`src/rtl/if_pkg.sv`:
```
// Shared types and constants for the multi-outstanding instruction fetch stage.
package if_pkg;

  localparam logic [31:0] RESET_PC_DEFAULT = 32'h1c00_0000;

  typedef struct packed {
    logic [31:0] pc;
    logic [31:0] inst;
    logic        adef;
  } ibuf_entry_t;

  localparam int unsigned IBUF_ENTRY_W = $bits(ibuf_entry_t);

  // Redirect sources, encoded in priority order.
  typedef enum logic [1:0] {
    REDIR_NONE = 2'd0,
    REDIR_EX   = 2'd1,
    REDIR_ERTN = 2'd2,
    REDIR_BR   = 2'd3
  } redir_sel_e;

  function automatic redir_sel_e redir_select(input logic ex, input logic ertn, input logic br);
    if (ex)        return REDIR_EX;
    else if (ertn) return REDIR_ERTN;
    else if (br)   return REDIR_BR;
    else           return REDIR_NONE;
  endfunction

endpackage

```
`src/rtl/sync_fifo.sv`:
```
// Register-based synchronous FIFO with flush; head entry read straight from storage.
module sync_fifo #(
  parameter int unsigned WIDTH = 32,
  parameter int unsigned DEPTH = 4
) (
  input  logic                       clk,
  input  logic                       reset,
  input  logic                       push,
  input  logic                       pop,
  input  logic                       flush,
  input  logic [WIDTH-1:0]           din,
  output logic                       full,
  output logic                       empty,
  output logic [$clog2(DEPTH+1)-1:0] count,
  output logic [WIDTH-1:0]           dout
);

  localparam int unsigned PTR_W = (DEPTH > 1) ? $clog2(DEPTH) : 1;
  localparam int unsigned CNT_W = $clog2(DEPTH + 1);

  logic [WIDTH-1:0] mem [DEPTH];
  logic [PTR_W-1:0] wr_ptr;
  logic [PTR_W-1:0] rd_ptr;
  logic             do_push;
  logic             do_pop;

  function automatic logic [PTR_W-1:0] ptr_inc(input logic [PTR_W-1:0] p);
    return (p == PTR_W'(DEPTH - 1)) ? '0 : p + PTR_W'(1);
  endfunction

  assign full    = (count == CNT_W'(DEPTH));
  assign empty   = (count == '0);
  assign do_pop  = pop & ~empty;
  assign do_push = push & (~full | do_pop);
  assign dout    = mem[rd_ptr];

  always_ff @(posedge clk or posedge reset) begin
    if (reset) begin
      wr_ptr <= '0;
      rd_ptr <= '0;
      count  <= '0;
      for (int i = 0; i < int'(DEPTH); i++) mem[i] <= '0;
    end else if (flush) begin
      wr_ptr <= '0;
      rd_ptr <= '0;
      count  <= '0;
    end else begin
      if (do_push) begin
        mem[wr_ptr] <= din;
        wr_ptr      <= ptr_inc(wr_ptr);
      end
      if (do_pop) rd_ptr <= ptr_inc(rd_ptr);
      count <= count + CNT_W'(do_push) - CNT_W'(do_pop);
    end
  end

endmodule

```
`src/rtl/if_stage_mo.sv`:
```
// Instruction fetch stage with up to MAX_OUTSTANDING in-order requests and an
// instruction buffer; stale responses after a redirect are dropped by count.
module if_stage_mo
  import if_pkg::*;
#(
  parameter int unsigned MAX_OUTSTANDING = 2,
  parameter int unsigned IBUF_DEPTH      = 4,
  parameter logic [31:0] RESET_PC        = RESET_PC_DEFAULT
) (
  input  logic        clk,
  input  logic        reset,
  input  logic        ds_allowin,
  output logic        fs_to_ds_valid,
  output logic [31:0] fs_inst,
  output logic [31:0] fs_pc,
  output logic        fs_adef_ex,
  input  logic        br_stall,
  input  logic        br_taken,
  input  logic [31:0] br_target,
  input  logic        wb_ex,
  input  logic [31:0] ex_entry,
  input  logic        ertn_flush,
  input  logic [31:0] ertn_entry,
  output logic        inst_sram_req,
  output logic        inst_sram_wr,
  output logic [1:0]  inst_sram_size,
  output logic [3:0]  inst_sram_wstrb,
  output logic [31:0] inst_sram_addr,
  output logic [31:0] inst_sram_wdata,
  input  logic        inst_sram_addr_ok,
  input  logic        inst_sram_data_ok,
  input  logic [31:0] inst_sram_rdata
);

  localparam int unsigned CNT_W = $clog2(MAX_OUTSTANDING + 1);
  localparam int unsigned IB_W  = $clog2(IBUF_DEPTH + 1);
  localparam int unsigned SUM_W = ((CNT_W > IB_W) ? CNT_W : IB_W) + 1;

  logic [31:0]       pf_pc;
  logic [CNT_W-1:0]  discard_cnt;
  logic              adef_hold;

  logic [CNT_W-1:0]  inflight;
  logic              pcq_full;
  logic              pcq_empty;
  logic [31:0]       pcq_head;

  logic [IB_W-1:0]   ibuf_count;
  logic              ibuf_full;
  logic              ibuf_empty;
  logic [IBUF_ENTRY_W-1:0] ibuf_dout;
  ibuf_entry_t       ibuf_din;
  ibuf_entry_t       ibuf_head;

  redir_sel_e        redir_sel;
  logic              redirect;
  logic [31:0]       redirect_target;
  logic [CNT_W-1:0]  live;
  logic              credit_ok;
  logic              aligned;
  logic              issue;
  logic              resp;
  logic              resp_keep;
  logic              adef_push;
  logic              ibuf_pop;

  always_comb begin
    redir_sel       = redir_select(wb_ex, ertn_flush, br_taken);
    redirect_target = pf_pc;
    case (redir_sel)
      REDIR_EX:   redirect_target = ex_entry;
      REDIR_ERTN: redirect_target = ertn_entry;
      REDIR_BR:   redirect_target = br_target;
      default:    redirect_target = pf_pc;
    endcase
  end

  assign redirect = (redir_sel != REDIR_NONE);

  // Every live (non-discarded) request must own a free buffer slot, since data_ok cannot stall.
  assign live      = inflight - discard_cnt;
  assign credit_ok = (SUM_W'(live) + SUM_W'(ibuf_count)) < SUM_W'(IBUF_DEPTH);
  assign aligned   = (pf_pc[1:0] == 2'b00);

  assign inst_sram_req   = ~reset & ~redirect & ~br_stall & ~adef_hold & aligned
                         & ~pcq_full & credit_ok;
  assign inst_sram_wr    = 1'b0;
  assign inst_sram_size  = 2'b10;
  assign inst_sram_wstrb = 4'h0;
  assign inst_sram_addr  = pf_pc;
  assign inst_sram_wdata = 32'h0;

  assign issue     = inst_sram_req & inst_sram_addr_ok;
  assign resp      = inst_sram_data_ok & ~pcq_empty;
  assign resp_keep = resp & ~redirect & (discard_cnt == '0);
  assign adef_push = ~redirect & ~adef_hold & ~aligned & (inflight == '0) & ~ibuf_full;
  assign ibuf_pop  = fs_to_ds_valid & ds_allowin;

  always_comb begin
    ibuf_din.pc   = pcq_head;
    ibuf_din.inst = inst_sram_rdata;
    ibuf_din.adef = 1'b0;
    if (adef_push) begin
      ibuf_din.pc   = pf_pc;
      ibuf_din.inst = 32'h0;
      ibuf_din.adef = 1'b1;
    end
  end

  sync_fifo #(
    .WIDTH (32),
    .DEPTH (MAX_OUTSTANDING)
  ) u_pc_queue (
    .clk   (clk),
    .reset (reset),
    .push  (issue),
    .pop   (resp),
    .flush (1'b0),
    .din   (pf_pc),
    .full  (pcq_full),
    .empty (pcq_empty),
    .count (inflight),
    .dout  (pcq_head)
  );

  sync_fifo #(
    .WIDTH (IBUF_ENTRY_W),
    .DEPTH (IBUF_DEPTH)
  ) u_ibuf (
    .clk   (clk),
    .reset (reset),
    .push  (resp_keep | adef_push),
    .pop   (ibuf_pop),
    .flush (redirect),
    .din   (ibuf_din),
    .full  (ibuf_full),
    .empty (ibuf_empty),
    .count (ibuf_count),
    .dout  (ibuf_dout)
  );

  assign ibuf_head      = ibuf_entry_t'(ibuf_dout);
  assign fs_to_ds_valid = ~ibuf_empty;
  assign fs_inst        = ibuf_head.inst;
  assign fs_pc          = ibuf_head.pc;
  assign fs_adef_ex     = ibuf_head.adef;

  // Fetch PC, stale-response discard counter and address-error hold.
  always_ff @(posedge clk or posedge reset) begin
    if (reset) begin
      pf_pc       <= RESET_PC;
      discard_cnt <= '0;
      adef_hold   <= 1'b0;
    end else if (redirect) begin
      pf_pc       <= redirect_target;
      discard_cnt <= inflight - CNT_W'(resp);
      adef_hold   <= 1'b0;
    end else begin
      if (issue) pf_pc <= pf_pc + 32'd4;
      if (resp && (discard_cnt != '0)) discard_cnt <= discard_cnt - CNT_W'(1);
      if (adef_push) adef_hold <= 1'b1;
    end
  end

endmodule

```
`config.mk`:
```
export PLATFORM = sky130hd
export DESIGN_NAME = if_stage_mo
export DESIGN_NICKNAME = d
export VERILOG_FILES = /design/src/rtl/if_pkg.sv /design/src/rtl/sync_fifo.sv /design/src/rtl/if_stage_mo.sv
export SDC_FILE = /design/constraint.sdc
export NUM_CORES = 1
export LEC_CHECK = 0
export ABC_AREA = 0
export ABC_CLOCK_PERIOD_IN_PS = 12770
export CORE_MARGIN = 5
export CORE_UTILIZATION = 49
export CTS_CLUSTER_DIAMETER = 200
export DETAILED_ROUTE_END_ITERATION = 7
export GPL_TIMING_DRIVEN = 0
export MAX_ROUTING_LAYER = met4
export PLACE_DENSITY_LB_ADDON = 0.12
export SYNTH_ARGS = -nofsm -noshare
export SYNTH_HDL_FRONTEND = slang
export SYNTH_SLANG_ARGS = --single-unit
```
`constraint.sdc`:
```
create_clock -name clk -period 12.77 [get_ports clk]
set_input_delay 2.554 -clock clk [delete_from_list [all_inputs] [get_ports clk]]
set_output_delay 2.554 -clock clk [all_outputs]
set_load 0.01 [all_outputs]
```
==> Yosys cells after proc, flatten, opt, wreduce, memory -nomap -nowiden <==
Cells that the tools add are included.
{ "totals": {"input_bits": 137, "reg_bits": 370} }
{ "classes": {"order_cmp": 7, "addsub": 13, "eq_ne": 8, "muxes": 32, "n_reduce_logical": 16, "bitwise_logic": 35} }
{ "ops": {"columns": ["cell", "n"], "rows": [
  ["260-bit bitwise mux", 1],
  ["65-bit two-way mux", 4],
  ["32-bit two-way mux", 6],
  ["65-bit binary-select mux with 2-bit select", 1],
  ["65-bit demux with 2-bit select", 1],
  ["32-bit case mux with 3 select lines", 1],
  ["64-bit bitwise mux", 1],
  ["32-bit by 3-bit adder with 32-bit output (second input constant)", 1],
  ["32-bit demux with 1-bit select", 1],
  ["2-bit two-way mux", 11],
  ["1-bit bitwise AND", 19],
  ["2-bit nonzero test", 7],
  ["2-bit == test (second input constant)", 5],
  ["1-bit inverter", 9],
  ["3-bit >= comparator (second input constant)", 2],
  ["2-bit zero test", 3],
  ["2-bit inverter with 3-bit output", 2],
  ["2-bit by 1-bit adder with 2-bit output (second input constant)", 2],
  ["2-bit by 3-bit adder with 4-bit output", 1],
  ["2-bit >= comparator (second input constant)", 2],
  ["4-bit by 3-bit less-than comparator with 1-bit output (second input constant)", 1],
  ["1-bit two-way mux", 4],
  ["4-bit by 1-bit inequality test with 1-bit output (second input constant)", 1],
  ["1-bit inverter with 2-bit output", 2],
  ["other kinds (16)", 23]
]} }

==> Depth between registers and ports, before layout <==
Gate-level depths: netlist of run 1.
{ "logic_depth": {"ltp_word": 15, "ltp_mapped": 12, "depth_no_buf": 12} }

==> Hierarchy <==
Synthesis of run 1 repeated with hierarchy kept, for this count alone.
{ "hier_totals": {"cells_unflattened": 1351, "hier_area_um2": 18515.3} }
{ "by_module_without_submodules": {"columns": ["mod", "seq_area_each_um2", "cells_per_inst", "instances", "area_per_inst_um2"], "rows": [
  ["sync_fifo (u_ibuf)", 6681.4, 676, 1, 11722.5],
  ["if_stage_mo", 879.6, 479, 1, 3682.3],
  ["sync_fifo (u_pc_queue)", 1701.6, 196, 1, 3110.5]
]} }

==> Least setup slack after synthesis of run 1 <==
OpenSTA, ideal clock, no wires.
{ "synth_path": {"path_kind": "input to output", "startpoint": "input port ertn_flush", "endpoint": "output port inst_sram_req", "setup_slack_ps": 6427, "arrival_time_ps": 3789, "cell_stages": 6, "n_path_buf": 3, "required_time_ps": 10216, "path_cell_list": "buf_2 -> nor3_2 -> buf_2 -> clkbuf_1 -> nand3_1 -> nor2_1"} }
{ "synth_between": {"elab_chain_cells": 10} }
{ "synth_rtl": {"columns": ["element", "line", "source"], "rows": [
  ["from (decl)", "if_stage_mo.sv:22", "input logic ertn_flush,"],
  ["2-bit two-way mux", "if_pkg.sv:24", "else if (ertn) return REDIR_ERTN;"],
  ["2-bit two-way mux", "if_pkg.sv:23", "if (ex) return REDIR_EX;"],
  ["2-bit nonzero test", "if_stage_mo.sv:78", "assign redirect = (redir_sel != REDIR_NONE);"],
  ["1-bit inverter (no source line)", null, null],
  ["1-bit bitwise AND (4 in series)", "if_stage_mo.sv:85", "assign inst_sram_req = ~reset & ~redirect & ~br_stall & ~adef_hold & aligned"],
  ["1-bit bitwise AND (2 in series)", "if_stage_mo.sv:86", "& ~pcq_full & credit_ok;"],
  ["to (decl)", "if_stage_mo.sv:24", "output logic inst_sram_req,"]
]} }
No other way between the ends.

==> Worst setup path after layout of run 1 <==
{ "layout_path": {"startpoint": "input port br_taken", "endpoint": "output port inst_sram_req"} }
{ "layout_between": {"elab_chain_cells": 11} }
{ "layout_rtl": {"columns": ["element", "line", "source"], "rows": [
  ["from (decl)", "if_stage_mo.sv:18", "input logic br_taken,"],
  ["2-bit two-way mux", "if_pkg.sv:25", "else if (br) return REDIR_BR;"],
  ["2-bit two-way mux", "if_pkg.sv:24", null],
  ["2-bit two-way mux", "if_pkg.sv:23", null],
  ["2-bit nonzero test", "if_stage_mo.sv:78", null],
  ["1-bit inverter (no source line)", null, null],
  ["1-bit bitwise AND (4 in series)", "if_stage_mo.sv:85", null],
  ["1-bit bitwise AND (2 in series)", "if_stage_mo.sv:86", null]
]} }
No other way between the ends.

==> results.py, run 1 <==
metrics = {
    "sta": {
        "drv_slew": 0,
        "fmax_ghz": 0.125,
        "tightest_slew_ps": 941,
        "fin_tns_setup_ps": 0,
        "hold_violations": 0,
        "clock_skew_ps": 14.1,
        "setup_viol": 0,
        "fin_crit_ps": 7990,
        "finalCritPeriodShare_pct": 62.6,
        "maxSlewHeadroom_pct": 37.3,
        "rsz0062_at_grt": "no",
    },
    "die": {
        "die_y_um": 201,
        "rows": 69,
        "start_util_pct": 49.8,
        "dieWidth_um": 201,
        "dieArea_sq_um": 40200,
        "ioPinCount": 275,
        "coreArea_sq_um": 35700,
    },
    "clock_network": {
        "post_cts_buffers": 0,
        "cts.sink_count": 370,
        "htree_levels": 2,
        "clkTransAtPathRegs_ps": 60,
        "clock-root-buffer": "clkbuf_16",
        "cts_made_buffers": 41,
        "clkLatencyLatePin_ps": 530,
        "cts_tree": "built",
        "ctsHoldBuffers": 0,
        "cts_buffer_depth": 3,
        "cts-resized-gates": 0,
    },
    "route": {
        "post-route-drc-count": 0,
        "dr.pass1.iters": 4,
        "vias": 13900,
        "wl_um": 51000,
        "avgViaCountPerCell": 5.55,
        "wire_per_inst_um": 20.4,
        "drtIter0Drc": 845,
        "detail-route-antenna-nets": 0,
    },
    "synthesis": {
        "async_reset_ff_share_pct": 100,
        "synth_compound_area_share_pct": 12.5,
        "syn_inst": 1683,
        "synth_simple_gate_area_share_pct": 12.5,
        "synth_top_family_by_area": "multiplexers",
        "synth_edf_count": 0,
        "synth.distinct_cells": 65,
        "avgSynthCellArea_sq_um": 10.6,
        "synth.area.mux_share_pct": 15.0,
        "yosysSeqAreaShare_pct": 52.0,
        "ys_warn_count": 0,
        "synth-xor-area-share_pct": 1.03,
        "netlist_area_sq_um": 17800,
        "synth_ff_type": "dfrtp_1",
        "synth-seq-cells": 370,
        "synthAdderAreaFrac_pct": 1.10,
    },
    "layout": {
        "drive_above_1_share_pct": 16.6,
        "fill_cells": 2991,
        "antennaDiodeCount": 0,
        "final_common_cell": "nand2_1",
        "area_growth_syn_to_layout_pct": 26.5,
        "final_util_pct": 63.0,
        "fin_nets": 2158,
        "instances_no_fill": 2498,
        "final_cell_mix": "404 x nand2_1, 367 x dfrtp_1, 233 x clkdlybuf4s50_1",
    },
    "setup_path": {
        "cp_common_cell": "clkdlybuf4s50_1",
        "cp-start-kind": "input pin",
        "critical_path_class": "in2out",
        "critPathSlowestCell": "clkbuf_1",
        "critPathTopFamily": "buffers and inverters",
        "path_cells": "clkdlybuf4s50_1 -> nor3_2 -> buf_2 -> clkbuf_1 -> nand3_1 -> nor2_1 -> clkdlybuf4s50_1",
        "max_stage_delay_ps": 570,
        "critPathBufInv": 4,
        "cp_data_arrival_time_ps": 5440,
        "cp.required_ps": 10220,
        "crit_fanout": 10,
        "crit_path_end_kind": "output pin",
    },
    "global_route": {
        "grt_max_degree": 44,
        "antenna_found_initial": 0,
        "grt_pass1_vias": 15000,
        "grt-ovfl-total": 0,
        "grt_pass1_wl_um": 82500,
        "grt_usage_pct": 26.0,
    },
    "placement": {
        "io_buffer_count": 233,
        "detailedPlacementHpwl_um": 37000,
        "gp_congestion": 0.896,
        "dp_cells": 2424,
    },
    "hold_path": {
        "min_path_type": "reg2reg",
    },
    "power": {
        "irDropWorstVdd_v": 0.0000907,
        "p_total_mw": 3.32,
        "power-per-cell-area_nw_per_um2": 147,
        "power_leakage_nw": 10.0,
    },
    "flow_run": {
        "max_cap_viol_count": 0,
    },
    "outcome": {
        "run_status": "finished clean",
    },
}
worst reg2reg max path: stages (launching register included):
cell and delay (ps):
dfrtp_1 440, inv_1 130, ha_1 210, xnor2_1 130
xnor2_1 130, ha_1 190, nor4_2 440, and4_1 260
buf_4 170, and3_1 190, buf_6 140, buf_6 160
mux2_1 340
layer usage:
metal	GRT usage, %	part of all wire (%)	vias to the layer above
li1	-	-	6455
met1	34.0	43	6868
met2	42.9	49	453
met3	4.30	5.6	94
met4	6.93	2.4	0
met5	-	0	-
cell usage after synthesis (3+ instances only):
cell type / number / area (sq um)
a21oi_1: 33 / 165
a22oi_1: 9 / 67.6
a31oi_1: 5 / 31.3
and2_1: 5 / 31.3
and3_1: 10 / 62.6
buf_1: 3 / 11.3
buf_2: 59 / 295
buf_4: 42 / 315
buf_6: 7 / 78.8
clkbuf_1: 50 / 188
dfrtp_1: 367 / 9180
dfstp_2: 3 / 78.8
ha_1: 14 / 175
inv_1: 26 / 97.6
mux2_1: 30 / 338
mux2_2: 32 / 360
mux2i_1: 6 / 60.1
mux2i_2: 18 / 248
mux2i_4: 9 / 203
mux4_2: 65 / 1460
nand2_1: 404 / 1520
nand3_1: 21 / 105
nand4_1: 15 / 93.8
nor2_1: 33 / 124
nor2b_1: 4 / 25.0
nor3_1: 6 / 30.0
nor4_1: 3 / 18.8
o211ai_2: 4 / 50.1
o21a_1: 7 / 52.6
o21ai_0: 99 / 495
o21ai_1: 193 / 966
o22a_1: 3 / 26.3
o22ai_1: 26 / 163
o2bb2ai_1: 6 / 52.6
o31ai_1: 3 / 22.5
xnor2_1: 9 / 78.8
xor2_1: 12 / 105
per-stage QoR:
stage / instance area, sq um / hold WS [ps] / worst slack [ps]
floorplan: 17900 / 435 / 5250
global placement: 20900 / 447 / 2930
detailed placement: 21100 / 452 / 4820
CTS: 22500 / 464 / 4810
global route: 22500 / 482 / 4660
finish: 22500 / 460 / 4780
final cells by class:
type                            instances  area, sq um  area share, %
Buffer                                165          938           4.17
Clock buffer                           58         1250           5.56
Clock inverter                         16          215          0.955
Inverter                               26          101          0.450
Multi-Input combinational cell       1159         7640           33.9
Sequential cell                       370         9260           41.1
Tap cell                              461          577           2.56
Timing Repair Buffer                  243         2530           11.2
sequential cells by signal, summed over array words and instances (netlist names):
signal and flops:
adef_hold 1, discard_cnt 2, inst_sram_addr 32, u_ibuf.count 3
u_ibuf.mem 260, u_ibuf.rd_ptr 2, u_ibuf.wr_ptr 2, u_pc_queue.count 2
u_pc_queue.mem 64, u_pc_queue.rd_ptr 1, u_pc_queue.wr_ptr 1
cell families after synthesis:
kind of cell,Yosys count
other cells,2
flops,370
buf+inv,191
fa+ha+maj,15
xor+xnor,21
mux,160
compound gates,402
simple gates,522
where the power goes:
| group | internal (mW) | switching, mW | leakage [nW] |
|---|---|---|---|
| registers | 1.28 | 0.0782 | 5.03 |
| clock network | 0.784 | 0.477 | 0.730 |
| logic | 0.357 | 0.339 | 4.26 |
path summary, 6_finish.rpt:
kind | start | to | slack, ps | cells past startpoint
min in group asynchronous | reset | inst_sram_addr[16] | 2450 | 2
worst max register to register | u_pc_queue.count[0] | u_pc_queue.mem[21] | 9720 | 12
max in group asynchronous | reset | u_ibuf.mem[27] | 9010 | 6
worst min-delay path | u_pc_queue.mem[44] | u_pc_queue.mem[44] | 460 | 2
worst min register to register | u_pc_queue.mem[44] | u_pc_queue.mem[44] | 460 | 2
worst max-delay path | br_taken | inst_sram_req | 4780 | 7
Note: power is estimated with default switching activity, not from simulation.
==> run 2, diff against run 1 <==
ABC_CLOCK_PERIOD_IN_PS = 7300   (was 12770)
clock period = 7.3 ns   (was 12.77 ns; I/O delays follow)
==> results of run 2 <==
Same layout as run 1 (identical final DEF). Status: finished clean.
Main changes from that run: setup slack after placement 4820 ps -> 1540 ps; setup slack after layout 4780 ps -> 1500 ps; register-to-register setup slack 9720 ps -> 4250 ps; total power 3.32 mW -> 5.80 mW; worst IR drop on VDD 0.0000907 V -> 0.000159 V
